[src/rtl/rvm_gpr_writeback_if.sv]
// rvm_gpr_writeback_if: source handshakes, GPR write port and hazard lookup of the writeback queue
interface rvm_gpr_writeback_if;
  logic        clk_req;
  logic        alu_valid;
  logic        alu_ready;
  logic [4:0]  alu_rd;
  logic [31:0] alu_wdata;
  logic        lsu_valid;
  logic        lsu_ready;
  logic [4:0]  lsu_rd;
  logic [31:0] lsu_wdata;
  logic        rd_wen;
  logic [4:0]  rd_addr;
  logic [31:0] rd_wdata;
  logic [4:0]  rs1_addr;
  logic [4:0]  rs2_addr;
  logic        rs1_busy;
  logic        rs2_busy;
  logic        empty;
  modport master (
    output alu_valid, alu_rd, alu_wdata, lsu_valid, lsu_rd, lsu_wdata, rs1_addr, rs2_addr,
    input  clk_req, alu_ready, lsu_ready, rd_wen, rd_addr, rd_wdata, rs1_busy, rs2_busy, empty
  );
  modport slave (
    input  alu_valid, alu_rd, alu_wdata, lsu_valid, lsu_rd, lsu_wdata, rs1_addr, rs2_addr,
    output clk_req, alu_ready, lsu_ready, rd_wen, rd_addr, rd_wdata, rs1_busy, rs2_busy, empty
  );
endinterface

[src/rtl/rvm_gpr_writeback.sv]
// rvm_gpr_writeback: 2-entry in-order writeback FIFO feeding the GPR write port, with RAW hazard flags
module rvm_gpr_writeback #(
  parameter int DEPTH = 2
) (
  input logic               clk,
  input logic               resetn,
  rvm_gpr_writeback_if.slave wb
);
  logic [4:0]       addr_q [DEPTH];
  logic [4:0]       addr_d [DEPTH];
  logic [31:0]      data_q [DEPTH];
  logic [31:0]      data_d [DEPTH];
  logic             rptr_q, rptr_d, wptr_q, wptr_d;
  logic [1:0]       cnt_q, cnt_d;
  logic             ready, lsu_acc, alu_acc, push, pop;
  logic [4:0]       in_rd;
  logic [31:0]      in_data;
  logic [DEPTH-1:0] vld;
  logic             busy1, busy2;

  assign ready        = cnt_q < 2'(DEPTH);
  assign wb.lsu_ready = ready;
  assign wb.alu_ready = ready && !wb.lsu_valid;
  assign lsu_acc      = wb.lsu_valid && ready;
  assign alu_acc      = wb.alu_valid && ready && !wb.lsu_valid;
  assign in_rd        = lsu_acc ? wb.lsu_rd : wb.alu_rd;
  assign in_data      = lsu_acc ? wb.lsu_wdata : wb.alu_wdata;
  assign push         = (lsu_acc || alu_acc) && in_rd != 5'd0;
  assign pop          = cnt_q != 2'd0;
  assign wb.rd_wen    = pop;
  assign wb.rd_addr   = pop ? addr_q[rptr_q] : 5'd0;
  assign wb.rd_wdata  = pop ? data_q[rptr_q] : 32'd0;
  assign wb.empty     = !pop;
  assign wb.clk_req   = wb.alu_valid || wb.lsu_valid || pop;
  assign wb.rs1_busy  = busy1;
  assign wb.rs2_busy  = busy2;

  // Next state: write the accepted non-x0 result at wptr, retire the head whenever occupied
  always_comb begin
    for (int i = 0; i < DEPTH; i++) begin
      addr_d[i] = (push && wptr_q == i[0]) ? in_rd : addr_q[i];
      data_d[i] = (push && wptr_q == i[0]) ? in_data : data_q[i];
    end
    wptr_d = push ? !wptr_q : wptr_q;
    rptr_d = pop ? !rptr_q : rptr_q;
    cnt_d  = cnt_q + {1'b0, push} - {1'b0, pop};
  end

  // Hazard lookup against occupied entries only, never the incoming source
  always_comb begin
    busy1 = 1'b0;
    busy2 = 1'b0;
    for (int i = 0; i < DEPTH; i++) begin
      vld[i] = cnt_q == 2'd2 || (cnt_q == 2'd1 && rptr_q == i[0]);
      busy1  = busy1 || (vld[i] && wb.rs1_addr != 5'd0 && addr_q[i] == wb.rs1_addr);
      busy2  = busy2 || (vld[i] && wb.rs2_addr != 5'd0 && addr_q[i] == wb.rs2_addr);
    end
  end

  // FIFO state; reset discards every queued write at once
  always_ff @(posedge clk or negedge resetn) begin
    if (!resetn) begin
      cnt_q  <= '0;
      rptr_q <= 1'b0;
      wptr_q <= 1'b0;
      for (int i = 0; i < DEPTH; i++) begin
        addr_q[i] <= '0;
        data_q[i] <= '0;
      end
    end else begin
      cnt_q  <= cnt_d;
      rptr_q <= rptr_d;
      wptr_q <= wptr_d;
      for (int i = 0; i < DEPTH; i++) begin
        addr_q[i] <= addr_d[i];
        data_q[i] <= data_d[i];
      end
    end
  end
endmodule
[src/flat_wrapper.sv]
// flat-port wrapper written by rule: the top's interface ports become plain ports
module rvm_gpr_writeback_flat 
#(
  parameter int DEPTH = 2
)
  (clk, resetn, wb_alu_valid, wb_alu_rd, wb_alu_wdata, wb_lsu_valid, wb_lsu_rd, wb_lsu_wdata, wb_rs1_addr, wb_rs2_addr, wb_clk_req, wb_alu_ready, wb_lsu_ready, wb_rd_wen, wb_rd_addr, wb_rd_wdata, wb_rs1_busy, wb_rs2_busy, wb_empty);
  rvm_gpr_writeback_if wb_i ();
  input logic clk;
  input logic resetn;
  input wire logic [$bits(wb_i.alu_valid)-1:0] wb_alu_valid;
  input wire logic [$bits(wb_i.alu_rd)-1:0] wb_alu_rd;
  input wire logic [$bits(wb_i.alu_wdata)-1:0] wb_alu_wdata;
  input wire logic [$bits(wb_i.lsu_valid)-1:0] wb_lsu_valid;
  input wire logic [$bits(wb_i.lsu_rd)-1:0] wb_lsu_rd;
  input wire logic [$bits(wb_i.lsu_wdata)-1:0] wb_lsu_wdata;
  input wire logic [$bits(wb_i.rs1_addr)-1:0] wb_rs1_addr;
  input wire logic [$bits(wb_i.rs2_addr)-1:0] wb_rs2_addr;
  output wire logic [$bits(wb_i.clk_req)-1:0] wb_clk_req;
  output wire logic [$bits(wb_i.alu_ready)-1:0] wb_alu_ready;
  output wire logic [$bits(wb_i.lsu_ready)-1:0] wb_lsu_ready;
  output wire logic [$bits(wb_i.rd_wen)-1:0] wb_rd_wen;
  output wire logic [$bits(wb_i.rd_addr)-1:0] wb_rd_addr;
  output wire logic [$bits(wb_i.rd_wdata)-1:0] wb_rd_wdata;
  output wire logic [$bits(wb_i.rs1_busy)-1:0] wb_rs1_busy;
  output wire logic [$bits(wb_i.rs2_busy)-1:0] wb_rs2_busy;
  output wire logic [$bits(wb_i.empty)-1:0] wb_empty;
  assign wb_i.alu_valid = wb_alu_valid;
  assign wb_i.alu_rd = wb_alu_rd;
  assign wb_i.alu_wdata = wb_alu_wdata;
  assign wb_i.lsu_valid = wb_lsu_valid;
  assign wb_i.lsu_rd = wb_lsu_rd;
  assign wb_i.lsu_wdata = wb_lsu_wdata;
  assign wb_i.rs1_addr = wb_rs1_addr;
  assign wb_i.rs2_addr = wb_rs2_addr;
  assign wb_clk_req = wb_i.clk_req;
  assign wb_alu_ready = wb_i.alu_ready;
  assign wb_lsu_ready = wb_i.lsu_ready;
  assign wb_rd_wen = wb_i.rd_wen;
  assign wb_rd_addr = wb_i.rd_addr;
  assign wb_rd_wdata = wb_i.rd_wdata;
  assign wb_rs1_busy = wb_i.rs1_busy;
  assign wb_rs2_busy = wb_i.rs2_busy;
  assign wb_empty = wb_i.empty;
  rvm_gpr_writeback #(.DEPTH(DEPTH)) u_core (.clk(clk), .resetn(resetn), .wb(wb_i));
endmodule
[config.mk]
export PLATFORM = sky130hd
export DESIGN_NAME = rvm_gpr_writeback_flat
export DESIGN_NICKNAME = d
export VERILOG_FILES = /design/src/rtl/rvm_gpr_writeback_if.sv /design/src/rtl/rvm_gpr_writeback.sv /design/src/flat_wrapper.sv
export SDC_FILE = /design/constraint.sdc
export NUM_CORES = 1
export LEC_CHECK = 0
export CORE_ASPECT_RATIO = 0.8
export CORE_UTILIZATION = 48
export DETAILED_ROUTE_END_ITERATION = 6
export PLACE_DENSITY = 0.94
export SLEW_MARGIN = 0
export SYNTH_ARGS = -nofsm -noshare
export SYNTH_HDL_FRONTEND = slang
export SYNTH_SLANG_ARGS = --single-unit
[constraint.sdc]
create_clock -name clk -period 2.4 [get_ports clk]
set_input_delay 0.72 -clock clk [delete_from_list [all_inputs] [get_ports clk]]
set_output_delay 0.72 -clock clk [all_outputs]
set_load 0.005 [all_outputs]
==> results of run 1 <==
-- report_power, final --
group	switching (W)	internal [W]	total, W
clock	0.000508	0.00105	0.00155
sequential	0.000447	0.00198	0.00243
combinational	0.00136	0.00194	0.00331
total	0.00232	0.00497	0.00729
-- sequential cells by signal, summed over array words and instances, names as in the netlist --
signal         cells
u_core.data_q     64
u_core.addr_q     10
u_core.cnt_q       2
u_core.rptr_q      1
u_core.wptr_q      1
-- final cells by class --
cell class,instances,area share (%)
inverter,9,0.525
tap,112,2.18
timing repair buffer,169,25.5
clock inverter,5,1.65
multi-input combinational,255,35.9
sequential,78,30.4
clock buffer,11,3.77
-- final timing paths --
path                                   from                 to  slack, ns  cells past startpoint
min                                  resetn   u_core.addr_q[5]       0.35                      1
min in group clk           u_core.data_q[1]   u_core.data_q[1]       0.49                      1
min reg2reg                u_core.data_q[1]   u_core.data_q[1]       0.49                      1
max reg2reg                 u_core.cnt_q[1]  u_core.data_q[40]       0.10                      7
max                         u_core.cnt_q[1]    wb_rd_wdata[15]       0.01                      6
max in group asynchronous            resetn      u_core.rptr_q       1.43                      2
-- worst reg2reg max path, cell delays in order (launching register included) --
cell and delay (ns):
dfrtp_1 0.40, buf_6 0.14, buf_4 0.14, nand2b_2 0.25, mux2_4 0.38, a31oi_4 0.30
buf_12 0.21, mux2_2 0.36
-- per-layer routing --
| layer | vias up | GRT usage (%) | part of all wire [%] |
|---|---|---|---|
| li1 | 1589 | - | - |
| met1 | 1701 | 29.4 | 38 |
| met2 | 129 | 45.7 | 53 |
| met3 | 26 | 5.24 | 5.9 |
| met4 | 0 | 10.3 | 2.6 |
| met5 | - | 0 | 0 |
-- what timing repair did --
action | in CTS | in global routing
setup endpoints to repair | 84 | 6
pin swaps | 13 | 10
buffers inserted | 3 | 6
resized for setup | 97 | 35
-- cells by family (layout without fill, tap and decap cells) --
kind of cell           count (synthesis)  after routing
AO/OA/AOI/OAI                         22             22
buffers and inverters                 30            194
multiplexers                         146            146
flip-flops                            78             78
AND/OR/NAND/NOR                       65             65
XOR/XNOR                              22             22
-- placed cells by master, fill, tap and decap left out, drive strengths merged --
cell type      instances
a21oi                  8
a31oi                  3
and2                   1
buf                   50
bufinv                 3
clkbuf                12
clkdlybuf4s15         14
clkdlybuf4s50         76
clkinv                 1
clkinvlp               1
dfrtp                 78
dlygate4sd2           26
dlymetal6s2s           2
inv                    9
mux2                 106
mux2i                 40
nand2b                 3
nand4                  4
nor2                  49
nor3                   4
o211ai                 1
o21ai                  2
o21bai                 2
o22ai                  6
or2                    1
or3                    1
or4                    2
xnor2                  9
xor2                  13
-- through the flow --
stage	setup slack [ns]	area (µm²)	hold slack [ns]
2_1_floorplan	0.185	4360	0.424
3_3_place_gp	-0.622	5990	0.467
3_5_place_dp	-0.750	5990	0.480
4_1_cts	-0.0868	6310	0.369
5_1_grt	-0.0508	6430	0.392
6_report	0.0132	6430	0.353
==> flow_metrics.tcl, run 1 <==
set metrics [dict create \
    setup_violations 0 \
    path_cells "buf_6, nor2_4, buf_6, buf_12, nor2_1, dlygate4sd2_1" \
    multi_input_area_mm2 0.00231 \
    drive_gt1_share_pct 34.9 \
    ant_nets 0 \
    finish.net_count 610 \
    synth_top_family_by_area "multiplexers" \
    slowest_stage "dfrtp_1" \
    post-synth-top-count-cell "mux2_2" \
    synth.avg_cell_area_um2 12.0 \
    vias 3445 \
    drt_first_pass_iters 4 \
    core-area_mm2 0.00863 \
    relSlewSlack_pct 66.6 \
    critPathLaunchType "register" \
    critPathMostFrequentCell "buf_6" \
    ir_drop_uv 708 \
    gp_congestion 0.867 \
    worst-path-max-fanout 22 \
    ys_ff_latch 78 \
    leakagePower_nw 2.86 \
    wire_per_inst_um 17.7 \
    async_flop_share_pct 100 \
    synth.distinct_cells 28 \
    worstSetupPathType "register to output port" \
    yosys.area_share.xor_xnor_pct 4.42 \
    crit_arrival_ns 1.67 \
    initial_core_util_pct 50.5 \
    max-cap-violations 0 \
    final-hold-violation-count 0 \
    synth_mux_area_share_pct 37.0 \
    clockBufferDepth 2 \
    hold_class "input port to async pin" \
    postLayoutCoreUtil_pct 74.5 \
    portBuffers 131 \
    synth-simple-area-share_pct 6.45 \
    crit_required_ns 1.68 \
    grt.total_usage_pct 25.4 \
    synth_edf_count 0 \
    die_h_um 87.3 \
    fin_cells 639 \
    cp-end-kind "output port" \
    synth.top_cells.by_area "dfrtp_1 45%, mux2_2 25%, mux2i_1 8.9%" \
    synth.net_count 451 \
    synth_sequential_area_ratio_pct 44.7 \
    rsz0062_at_grt "true" \
    synth_top_cell_area_share_pct 44.7 \
    vias_per_cell 5.39 \
    synth_top_cells_by_count "98 x mux2_2, 78 x dfrtp_1, 49 x nor2_1, 39 x mux2i_1, 13 x xor2_1" \
    synth_flop_cell "dfrtp_1" \
    drt_wl_total_um 11300 \
    placementRows 30 \
    synth_area_mm2 0.00436 \
    cts_sinks 78 \
    grt_pass1_vias 3724 \
    ios 132 \
    clock_latency_ns 0.33 \
    clk_pin_slew_ns 0.06 \
    placed_cells 614 \
    cts_made_buffers 9 \
    layout_min_cycle_time_ns 2.39 \
    period_share_pct 99.5 \
    drt_iter0_markers 170 \
    fmax_mhz 419 \
    die_x_um 109 \
    design.die.area_mm2 0.00948 \
    holdBufCountCts 0 \
    cts_root_buf "clkbuf_16" \
    htreeDepth 3 \
    powerDensity_mw_per_mm2 1130 \
    max_stage_delay_ns 0.40 \
    grt_pass1_wl_um 18200 \
    finalPower_w 0.00729 \
    finalSetupTns_ns 0 \
    ys_warn_count 0 \
    grt_max_degree 42 \
    synthCells 363 \
    worst_slew_pin_slew_ns 0.501 \
    drv_slew 0 \
    gr-total-overflow 0 \
    syn2layout_area_growth_pct 47.4 \
    status "finished, final reports clean" \
    post-synth-top-area-cell "dfrtp_1" \
    synthAdderAreaFrac_pct 0 \
    fin_skew_ns 0.00777 \
    antennaDiodeCount 0 \
    hpwl_um 8020 \
    drc 0 \
    critical_path_buf_inv_count 4 \
    cts_tree "done" \
    synth_compound_area_share_pct 3.64 \
    cp_top_family "buffers and inverters" \
    antenna_found_initial 0 \
    regArea_mm2 0.00196 \
    n_fill_cell 587 \
]
Power figures use the tool's default switching activity.
==> inputs of run 2 (changes only) <==
==> constraint.sdc (replaced) <==
create_clock -name clk -period 2.65 [get_ports clk]
set_input_delay 0.795 -clock clk [delete_from_list [all_inputs] [get_ports clk]]
set_output_delay 0.795 -clock clk [all_outputs]
set_load 0.005 [all_outputs]
==> flow_metrics.tcl, run 2 (synthesis results as in run 1) <==
set metrics [dict create \
    setup_violations 0 \
    antennaDiodeCount 0 \
    gp_congestion 0.879 \
    ir_drop_uv 557 \
    multi_input_area_mm2 0.00229 \
    drive_gt1_share_pct 32.2 \
    core-area_mm2 0.00863 \
    vias 3341 \
    n_fill_cell 600 \
    antenna_found_initial 0 \
    leakagePower_nw 2.79 \
    crit_required_ns 1.86 \
    cts_tree "done" \
    regArea_mm2 0.00195 \
    ios 132 \
    clockBufferDepth 2 \
    vias_per_cell 5.32 \
    crit_arrival_ns 1.84 \
    wire_per_inst_um 17.2 \
    cp_top_family "buffers and inverters" \
    hpwl_um 7810 \
    cp-end-kind "output port" \
    met2_usage_pct 44.4 \
    cts_root_buf "clkbuf_16" \
    drt_wl_total_um 10800 \
    clk_pin_slew_ns 0.06 \
    fin_cells 628 \
    layout_min_cycle_time_ns 2.63 \
    design.die.area_mm2 0.00948 \
    worstSetupPathType "input port to output port" \
    fmax_mhz 380 \
    drt_first_pass_iters 4 \
    drv_slew 0 \
    rsz0062_at_grt "true" \
    status "finished, final reports clean" \
    gr-total-overflow 0 \
    grt_max_degree 46 \
    critPathLaunchType "input port" \
    placementRows 30 \
    max_stage_delay_ns 0.25 \
    top_regs "u_core.data_q (64), u_core.addr_q (10), u_core.cnt_q (2)" \
    mostFrequentLayoutCells "105 x clkdlybuf4s50_1, 98 x mux2_2, 77 x dfrtp_1" \
    grt_pass1_vias 3630 \
    die_h_um 87.3 \
    worst-path-max-fanout 2 \
    largest_reg_flops 64 \
    holdBufCountCts 0 \
    drc 0 \
    powerDensity_mw_per_mm2 1030 \
    ant_nets 0 \
    clock_latency_ns 0.33 \
    placed_cells 610 \
    grt_pass1_wl_um 17600 \
    grt_use_met3_pct 6.13 \
    critical_path_buf_inv_count 3 \
    largest-register "u_core.data_q" \
    final_common_cell "clkdlybuf4s50_1" \
    cts_made_buffers 9 \
    busiest_layer "met2" \
    die_x_um 109 \
    htreeDepth 3 \
    initial_core_util_pct 50.5 \
    fin_skew_ns 0.0123 \
    finish.net_count 599 \
    slowest_stage "dlygate4sd2_1" \
    relSlewSlack_pct 69.9 \
    max-cap-violations 0 \
    hold_class "input port to async pin" \
    drt_iter0_markers 87 \
    syn2layout_area_growth_pct 44.7 \
    portBuffers 131 \
    cts_sinks 78 \
    final-hold-violation-count 0 \
    path_cells "dlygate4sd2_1, buf_4, xnor2_1, nand4_1, a21oi_1, clkdlybuf4s15_2" \
    grt.total_usage_pct 24.3 \
    period_share_pct 99.4 \
    grt_use_met1_pct 28.6 \
    worst_slew_pin_slew_ns 0.451 \
    finalSetupTns_ns 0 \
]
run 2: cell count changes in the layout (fill, tap and decap cells not counted), sizes merged, moves of 5 or more:
cell | previous run | this run
inv | 9 | 14
dlygate4sd2 | 26 | 5
clkdlybuf4s15 | 14 | 3
dlymetal6s2s | 2 | 10
clkdlybuf4s50 | 76 | 105
buf | 50 | 35
run 2: per-layer routing:
metal,vias up,wire length [µm]
li1,1576,-
met1,1669,4400
met2,86,5850
met3,10,443
met4,0,112
met5,-,0
run 2: layout make-up:
| type | instances | share of cell area (%) |
|---|---|---|
| Tap cell | 112 | 2.22 |
| Sequential cell | 78 | 30.9 |
| Clock inverter | 7 | 1.33 |
| Inverter | 9 | 0.535 |
| Timing Repair Buffer | 158 | 25.2 |
| Multi-Input combinational cell | 255 | 36.2 |
| Clock buffer | 9 | 3.57 |
run 2: through the flow:
step	power, W	worst slack (ns)	cell area, µm²	utilization (%)	hold WS, ns
detailed placement	0.00525	-0.643	5960	69.0	0.478
floorplan	0.00389	0.360	4360	-	0.456
CTS	0.00655	0.00271	6280	72.7	0.427
global placement	0.00508	-0.521	5960	69.0	0.467
global route	0.00691	-0.0303	6310	73.1	0.434
finish	0.00649	0.0164	6310	73.1	0.423
run 2: final timing paths:
path	startpoint	endpoint	slack, ns	cells after the start
min reg2reg	u_core.data_q[1]	u_core.data_q[1]	0.48	1
min in group clk	u_core.data_q[1]	u_core.data_q[1]	0.48	1
max	wb_rs1_addr[0]	wb_rs1_busy	0.02	6
min	resetn	u_core.addr_q[3]	0.42	1
max in group asynchronous	resetn	u_core.data_q[10]	1.65	2
max reg2reg	u_core.cnt_q[1]	u_core.data_q[20]	0.52	6
run 2: worst register-to-register path, delay by kind of cell (launching register included):
kind | cells | cell delay [ns]
AO/OA/AOI/OAI | 1 | 0.28
multiplexers | 2 | 0.73
AND/OR/NAND/NOR | 1 | 0.26
buffers and inverters | 2 | 0.38
flip-flops | 1 | 0.38
run 2: where the power goes:
group          internal [W]  switching [W]
logic               0.00186        0.00119
registers           0.00179       0.000409
clock network      0.000749       0.000503
run 2: what timing repair did:
action	CTS	global route
resized for setup	48	16
pin swaps	13	8
setup endpoints to repair	38	35
hold endpoints to repair	0	0
setup buffers	2	0
==> inputs of run 3 (changes only) <==
--- a/config.mk
+++ b/config.mk
@@ -9,6 +9,7 @@
 export CORE_UTILIZATION = 48
 export DETAILED_ROUTE_END_ITERATION = 6
 export PLACE_DENSITY = 0.94
+export SETUP_SLACK_MARGIN = 0.1
 export SLEW_MARGIN = 0
 export SYNTH_ARGS = -nofsm -noshare
 export SYNTH_HDL_FRONTEND = slang
==> flow_metrics.tcl, run 3 (synthesis results as in run 1) <==
set metrics [dict create \
    status "finished, final reports clean" \
    antennaDiodeCount 0 \
    largest-register "u_core.data_q" \
    cp-end-kind "output port" \
    worstSetupPathType "input port to output port" \
    clock_power_share_pct 19.2 \
    largest_reg_flops 64 \
    cts_root_buf "clkbuf_16" \
    mostFrequentLayoutCells "98 x mux2_2, 76 x clkdlybuf4s50_1, 76 x dfrtp_1" \
    critPathLaunchType "input port" \
    gr-total-overflow 0 \
    worst-path-max-fanout 3 \
    ir_drop_uv 542 \
    antenna_found_initial 0 \
    grt_pass1_vias 3680 \
    fin_ws_ns 0.0663 \
    whs_ns 0.421 \
    design.die.area_mm2 0.00948 \
    initial_core_util_pct 50.5 \
    comb_power_share_pct 46.9 \
    grt_pass1_wl_um 18000 \
    placed_cells 610 \
    clockBufferDepth 2 \
    wire_per_inst_um 19.1 \
    vias 3495 \
    drive_gt1_share_pct 35.0 \
    die_x_um 109 \
    path_cells "clkdlybuf4s15_2, xor2_1, nor3_1, nand4_1, a21oi_2, buf_2" \
    drc 0 \
    relSlewSlack_pct 69.5 \
    gp_congestion 0.879 \
    cts_sinks 78 \
    core-area_mm2 0.00863 \
    cts_tree "done" \
    clock_latency_ns 0.33 \
    die_h_um 87.3 \
    grt_max_degree 46 \
    vias_per_cell 5.49 \
    max_stage_delay_ns 0.21 \
    setup_violations 0 \
    pre_cts_ws_ns -0.643 \
    max-cap-violations 0 \
    hpwl_um 7810 \
    postLayoutCoreUtil_pct 75.5 \
    fmax_mhz 387 \
    grt.total_usage_pct 25.0 \
    rsz0062_at_grt "true" \
    period_share_pct 97.5 \
    placementRows 30 \
    ios 132 \
    slowest_stage "clkdlybuf4s15_2" \
    final_common_cell "mux2_2" \
    syn2layout_area_growth_pct 49.5 \
    finish.net_count 608 \
    powerDensity_mw_per_mm2 1000 \
    ant_nets 0 \
    drv_slew 0 \
    internal-power_w 0.00437 \
    power_switching_share_pct 33.3 \
    crit_required_ns 1.86 \
    layout_min_cycle_time_ns 2.58 \
    holdBufCountCts 0 \
    fin_skew_ns 0.0103 \
    seqPwrFrac_pct 33.9 \
    drt_iter0_markers 142 \
    portBuffers 131 \
    fin_cells 637 \
    top_regs "u_core.data_q (64), u_core.addr_q (10), u_core.cnt_q (2)" \
    clk_pin_slew_ns 0.06 \
    hold_class "input port to async pin" \
    crit_arrival_ns 1.79 \
    switchingPower_w 0.00218 \
    drt_wl_total_um 12200 \
    drt_first_pass_iters 4 \
    leakagePower_nw 3.14 \
    worst_slew_pin_slew_ns 0.457 \
    cts_made_buffers 9 \
    htreeDepth 3 \
    final-hold-violation-count 0 \
]
[run 3: cell types whose count changed in the layout (fill, tap and decap cells not counted), moves of 2 or more]
cell	before	now
clkbuf_2	0	3
buf_12	7	9
dlygate4sd2_1	5	9
clkbuf_16	9	12
buf_6	1	5
nor2_2	1	3
clkdlybuf4s50_1	105	76
nor2_1	46	43
dlymetal6s2s_1	10	31
[run 3: power groups by stage]
stage / combinational [W] / clock, W / sequential, W
after floorplan: 0.00183 / 0 / 0.00207
after global routing: 0.00332 / 0.00134 / 0.00229
after detailed placement: 0.00304 / 0 / 0.00221
final: 0.00308 / 0.00126 / 0.00222
after CTS: 0.00305 / 0.00128 / 0.00219
after global placement: 0.00294 / 0 / 0.00214
[run 3: area by class of cell]
class	instances	area, µm²
clock buffers	9	225
clock inverters	7	83.8
fillers	576	2110
inverters	9	33.8
multi-input cells	255	2300
flip-flops and latches	78	1950
well taps	112	140
repair buffers	167	1780
[run 3: worst paths after layout]
kind,from,endpoint,slack (ns),depth (start not counted)
worst max-delay path,wb_rs2_addr[0],wb_rs2_busy,0.07,6
worst min-delay path,resetn,u_core.addr_q[1],0.42,1
min in group clk,u_core.data_q[48],u_core.data_q[48],0.49,1
max in group asynchronous,resetn,u_core.cnt_q[0],1.64,2
worst min register to register,u_core.data_q[48],u_core.data_q[48],0.49,1
worst max register to register,u_core.cnt_q[1],u_core.data_q[4],0.38,7
[run 3: metrics by stage]
stage | power (W) | instance area (µm²) | setup TNS [ns]
2_1_floorplan | 0.00389 | 4360 | 0
3_3_place_gp | 0.00508 | 5960 | -9.90
3_5_place_dp | 0.00525 | 5960 | -10.17
4_1_cts | 0.00652 | 6290 | 0
5_1_grt | 0.00694 | 6520 | 0
6_report | 0.00655 | 6520 | 0
[run 3: worst max-delay path, delay by kind of cell]
family,cells,cell delay (ns)
AOI/OAI and AO/OA,1,0.17
and+or+nand+nor,2,0.34
xor gates and xnor gates,1,0.15
buffers and inverters,2,0.34
[run 3: repair_timing]
action                     in CTS  in global routing
setup endpoints to repair      38                 35
pin swaps                      14                  8
hold endpoints to repair        0                  0
gates resized for setup        59                 55
setup buffers                   3                  4
cloned                          1                  3
[run 3: routing by layer]
layer | GRT usage (%) | share of wire (%)
met5 | 0 | 0
met4 | 5.77 | 2.2
met3 | 5.83 | 4.0
met2 | 45.6 | 54
met1 | 29.7 | 40
